File: config.mk
export PLATFORM = sky130hd
export DESIGN_NAME = fifo_uart_tx
export DESIGN_NICKNAME = d
export VERILOG_FILES = /design/src/rtl/fifo_uart_tx_pkg.sv /design/src/rtl/baud_counter.sv /design/src/rtl/fifo_uart_tx.sv
export SDC_FILE = /design/constraint.sdc
export NUM_CORES = 1
export LEC_CHECK = 0
export ABC_AREA = 1
export CAP_MARGIN = 20
export CORE_MARGIN = 3
export CORE_UTILIZATION = 47
export DETAILED_ROUTE_END_ITERATION = 7
export GPL_TIMING_DRIVEN = 0
export MAX_ROUTING_LAYER = met4
export PLACE_DENSITY = 0.75
export SYNTH_ARGS = -nofsm -noshare
export SYNTH_HDL_FRONTEND = slang
export SYNTH_SLANG_ARGS = --single-unit
File: constraint.sdc
create_clock -name clk -period 1.5 [get_ports clk]
set_input_delay 0.225 -clock clk [delete_from_list [all_inputs] [get_ports clk]]
set_output_delay 0.225 -clock clk [all_outputs]
set_load 0.05 [all_outputs]
File: src/rtl/fifo_uart_tx_pkg.sv
// rtl/fifo_uart_tx_pkg.sv - shared types and constants for the FIFO-fed UART transmitter
package fifo_uart_tx_pkg;

  typedef enum logic [2:0] {
    IDLE   = 3'd0,
    LOAD   = 3'd1,
    START  = 3'd2,
    DATA   = 3'd3,
    PARITY = 3'd4,
    STOP   = 3'd5
  } state_t;

  localparam int DATA_BITS = 8;

  // Serial bits per frame: start + data + optional parity + stop bits.
  function automatic int frame_bits(input int parity_en, input int stop_bits);
    return 1 + DATA_BITS + ((parity_en != 0) ? 1 : 0) + stop_bits;
  endfunction

endpackage

File: src/rtl/baud_counter.sv
// rtl/baud_counter.sv - clocks-per-bit counter with clear and end-of-bit pulse
module baud_counter #(
  parameter int CLKS_PER_BIT = 16
) (
  input  logic clk,
  input  logic rst_n,
  input  logic clear,
  output logic bit_end
);

  localparam int CW = $clog2(CLKS_PER_BIT);
  localparam logic [CW-1:0] LAST = CW'(CLKS_PER_BIT - 1);

  logic [CW-1:0] cnt;

  // Count 0..CLKS_PER_BIT-1; a clear restarts the bit period for the new state.
  always_ff @(posedge clk) begin
    if (!rst_n || clear) begin
      cnt <= '0;
    end else if (cnt == LAST) begin
      cnt <= '0;
    end else begin
      cnt <= cnt + CW'(1);
    end
  end

  assign bit_end = (cnt == LAST);

endmodule

File: src/rtl/fifo_uart_tx.sv
// rtl/fifo_uart_tx.sv - drains an 8-bit FIFO and sends each byte as a UART frame
module fifo_uart_tx
  import fifo_uart_tx_pkg::*;
#(
  parameter int CLKS_PER_BIT = 16,
  parameter int PARITY_EN    = 0,
  parameter int PARITY_ODD   = 0,
  parameter int STOP_BITS    = 1
) (
  input  logic        clk,
  input  logic        rst_n,
  input  logic        enable,
  input  logic        fifo_empty,
  input  logic [7:0]  fifo_data,
  output logic        fifo_rd,
  output logic        tx,
  output logic        busy,
  output logic        frame_done,
  output logic [15:0] tx_count
);

  localparam logic ODD = (PARITY_ODD != 0);

  state_t               state, state_next;
  logic [DATA_BITS-1:0] shreg, sh_next;
  logic [2:0]           bit_cnt;
  logic                 par_bit;
  logic                 tx_next;
  logic                 bit_end;
  logic                 state_change;

  assign state_change = (state_next != state);
  assign busy         = (state != IDLE);

  baud_counter #(
    .CLKS_PER_BIT (CLKS_PER_BIT)
  ) u_baud (
    .clk     (clk),
    .rst_n   (rst_n),
    .clear   (state_change),
    .bit_end (bit_end)
  );

  // Next state, FIFO pop strobe and next shift-register contents.
  always_comb begin
    state_next = state;
    fifo_rd    = 1'b0;
    sh_next    = shreg;
    case (state)
      IDLE: begin
        // Pops are suppressed while reset is held so no byte is lost in reset.
        if (rst_n && enable && !fifo_empty) begin
          fifo_rd    = 1'b1;
          state_next = LOAD;
        end
      end
      LOAD: begin
        sh_next    = fifo_data;
        state_next = START;
      end
      START: begin
        if (bit_end) state_next = DATA;
      end
      DATA: begin
        if (bit_end) begin
          sh_next = {1'b0, shreg[DATA_BITS-1:1]};
          if (bit_cnt == 3'd7) state_next = (PARITY_EN != 0) ? PARITY : STOP;
        end
      end
      PARITY: begin
        if (bit_end) state_next = STOP;
      end
      STOP: begin
        if (bit_end && ((STOP_BITS == 1) || (bit_cnt == 3'd1))) state_next = IDLE;
      end
      default: state_next = IDLE;
    endcase
  end

  // Line level for the coming cycle, derived from where the FSM is heading.
  always_comb begin
    tx_next = 1'b1;
    case (state_next)
      START:   tx_next = 1'b0;
      DATA:    tx_next = sh_next[0];
      PARITY:  tx_next = par_bit;
      default: tx_next = 1'b1;
    endcase
  end

  // State, shift data, registered line and completion bookkeeping.
  always_ff @(posedge clk) begin
    if (!rst_n) begin
      state      <= IDLE;
      shreg      <= '0;
      par_bit    <= 1'b0;
      tx         <= 1'b1;
      frame_done <= 1'b0;
      tx_count   <= 16'd0;
    end else begin
      state      <= state_next;
      shreg      <= sh_next;
      tx         <= tx_next;
      frame_done <= (state == STOP) && (state_next == IDLE);
      if (state == LOAD) par_bit <= (^fifo_data) ^ ODD;
      if ((state == STOP) && (state_next == IDLE)) tx_count <= tx_count + 16'd1;
    end
  end

  // Bit index within DATA and STOP; restarts whenever the state changes.
  always_ff @(posedge clk) begin
    if (!rst_n || state_change) begin
      bit_cnt <= 3'd0;
    end else if (bit_end && ((state == DATA) || (state == STOP))) begin
      bit_cnt <= bit_cnt + 3'd1;
    end
  end

endmodule

==> flow_metrics.env <==
export IMPL_drv_slew=0
export IMPL_cts_tree="done"
export IMPL_period_minus_slack_ps=1450
export IMPL_setup_slack_ps=49.3
export IMPL_drtPass1Iterations=4
export IMPL_layout_commonest_cell="nand2_1"
export IMPL_grt_pass1_wl_mm=6.91
export IMPL_setup_worst_path_end_class="output port"
export IMPL_status="finished, final reports clean"
export IMPL_synth_top_area_share=0.387
export IMPL_grt_pass1_vias=1590
export IMPL_rr_worst_depth=11
export IMPL_p_seq_frac=0.519
export IMPL_cts_max_level=2
export IMPL_grt_usage=0.178
export IMPL_drive_above_1_share=0.259
export IMPL_synth_net_count=282
export IMPL_multi_input_area_sq_um=1130
export IMPL_crit_fanout=5
export IMPL_die_x_microns=69.8
export IMPL_rsz0062_at_grt="true"
export IMPL_synth_top_area_cell="dfxtp_1"
export IMPL_clkLatencyLatePin_ps=290
export IMPL_tightest_slew_ps=494
export IMPL_crit_cells=1
export IMPL_dp_worst_setup_slack_ps=-868
export IMPL_grt_max_degree=12
export IMPL_ctsHoldBuffers=0
export IMPL_initial_core_util=0.504
export IMPL_synthTopCellsByArea="dfxtp_1, nand2_1, nor2_1, inv_1, a21oi_1"
export IMPL_post_route_period_util=0.967
export IMPL_power_frac_comb=0.107
export IMPL_power_leakage_nw=1.14
export IMPL_seqCellArea_sq_um=762
export IMPL_powerDensity_nw_per_um2=740
export IMPL_power_switching_w=0.000481
export IMPL_rows=22
export IMPL_diodes=0
export IMPL_syn_area_per_cell_sq_um=7.20
export IMPL_dr_first_iter_drc_count=121
export IMPL_holdPathEnd="tx_count[0]$_SDFFE_PN0P_"
export IMPL_antenna_found_initial=0
export IMPL_vias=1846
export IMPL_syn2layout_area_growth_pct=37.7
export IMPL_cpPeakStageDelay_ps=550
export IMPL_numCtsBuffers=5
export IMPL_reg2reg_to="bit_cnt[0]$_SDFFE_PP0P_"
export IMPL_cp_num_buf_inv=1
export IMPL_setup_viol=0
export IMPL_wl_mm=4.22
export IMPL_start_kind="flip-flop"
export IMPL_synth_distinct_cells=28
export IMPL_maxSlewHeadroom=0.672
export IMPL_dieArea_sq_um=4870
export IMPL_p_int_w=0.00147
export IMPL_vias_per_cell=5.02
export IMPL_clk_path_buf_depth=2
export IMPL_netlist_area_sq_um=1910
export IMPL_cp_slowest_cell="dlygate4sd2_1"
export IMPL_buffer_ports_inserted=31
export IMPL_cts_root_buf="clkbuf_8"
export IMPL_ys_warn_count=0
export IMPL_fin_setup_tns_ps=0
export IMPL_syn_inst=266
export IMPL_final_cell_mix="nand2_1, nor2_1, dfxtp_1, inv_1, a21oi_1"
export IMPL_final_nets=335
export IMPL_final_antenna_net_count=0
export IMPL_hp_class="input port to flip-flop"
export IMPL_r2r_slack_ps=60
export IMPL_p_sw_frac=0.247
export IMPL_nFillCells=320
export IMPL_arrival_ps=1230
export IMPL_die_y_microns=69.8
export IMPL_fmax_ghz=0.689
export IMPL_critical_path_cell_chain="dlygate4sd2_1"
export IMPL_cp_top_family="buffers and inverters"
export IMPL_r2r_start="u_baud.cnt[0]$_SDFF_PP0_"
export IMPL_gp_congestion=0.880
export IMPL_gr_total_overflow=0
export IMPL_hold_depth=3
export IMPL_avgRoutedWirePerCell_microns=11.5
export IMPL_boundaryPins=32
export IMPL_p_clk_frac=0.374
export IMPL_critical_path_class="flip-flop to output port"
export IMPL_hold_start="rst_n"
export IMPL_seq_area_frac_synth=0.387
export IMPL_maxCapViolations=0
export IMPL_hpwl_mm=2.95
export IMPL_clk_pin_slew_ps=70
export IMPL_coreArea_sq_um=3800
export IMPL_synth_seq_cells=37
export IMPL_ir_drop_mv=0.627
export IMPL_hold_viol=0
export IMPL_clock_sinks=37
export IMPL_skew_ps=6.44
export IMPL_crit_required_ps=1270
export IMPL_drc=0
==> worst max path at each step <==
stage | start | endpoint | slack, ps
after floorplan | tx_count[4]$_SDFFE_PN0P_ | tx_count[13]$_SDFFE_PN0P_ | 10
after global placement | rst_n | fifo_rd | -820
after detailed placement | rst_n | fifo_rd | -870
after CTS | state[2]$_SDFF_PN0_ | fifo_rd | -30
after global routing | u_baud.cnt[0]$_SDFF_PP0_ | tx$_SDFF_PN1_ | -70
final | tx_count[8]$_SDFFE_PN0P_ | tx_count[8] | 50
==> logic make-up (layout without fill, tap and decap cells) <==
family	count (synthesis)	count (layout)	share of synthesized area
fa+ha+maj	4	4	0.0261
buf+inv	38	92	0.0863
compound gates	38	38	0.109
flops	37	37	0.387
simple gates	138	138	0.342
xor+xnor	11	11	0.0503
==> power groups by stage <==
| stage | logic [W] | clock network [W] | registers (W) |
|---|---|---|---|
| 6_report | 0.000210 | 0.000729 | 0.00101 |
| 5_1_grt | 0.000235 | 0.000786 | 0.00101 |
| 4_1_cts | 0.000191 | 0.000751 | 0.00101 |
| 3_5_place_dp | 0.000182 | 0 | 0.00103 |
| 3_3_place_gp | 0.000178 | 0 | 0.00103 |
| 2_1_floorplan | 0.000114 | 0 | 0.00103 |
==> registers in the layout (all words and copies together), names as in the netlist <==
signal and flops:
state 3, tx 1, frame_done 1, bit_cnt 3, shreg 8, par_bit 1
u_baud.cnt 4, tx_count 16
==> worst reg2reg max path, delay by kind of cell, from the launching register on <==
kind	cells	cell delay, ps
flops	1	340
simple gates	9	730
fa+ha+maj	1	160
buf+inv	1	130
==> metrics by stage <==
| step | total power, W | std cells | cell area [sq um] | utilization | hold WS [ps] |
|---|---|---|---|---|---|
| after floorplan | 0.00115 | 266 | 1930 | - | 353 |
| after global placement | 0.00121 | 345 | 2300 | 0.605 | 432 |
| after detailed placement | 0.00121 | 345 | 2300 | 0.605 | 437 |
| after CTS | 0.00195 | 359 | 2460 | 0.648 | 447 |
| after global routing | 0.00203 | 368 | 2640 | 0.694 | 458 |
| final | 0.00195 | 368 | 2640 | 0.694 | 447 |
==> cell usage after synthesis (all sizes together) <==
master,instances
nand2,60
nor2,49
dfxtp,37
inv,32
a21oi,20
nand3,16
o21ai,10
nor3,9
xnor2,7
a22oi,4
buf,4
ha,4
xor2,4
nand4,3
a31oi,2
a211oi,1
clkbuf,1
clkinv,1
nand3b,1
o21a,1
==> final cells by class <==
| type | count | area share |
|---|---|---|
| multi-input cells | 191 | 0.430 |
| well taps | 48 | 0.0228 |
| repair buffers | 46 | 0.155 |
| clock buffers | 8 | 0.0342 |
| plain buffers | 5 | 0.0185 |
| flip-flops and latches | 37 | 0.289 |
| inverters | 33 | 0.0503 |
==> metal layers <==
metal | wire length [microns] | GRT usage
met1 | 1980 | 0.225
met2 | 2040 | 0.275
met3 | 153 | 0.0449
met5 | 0 | -
met4 | 52 | 0.0638
==> what timing repair did <==
action,4_1_cts,5_1_grt
setup buffers,6,8
gates cloned,0,1
gates resized for setup,44,30
pin swaps,3,12
endpoints found under the setup margin,29,30
(Power assumes the default switching activity.)
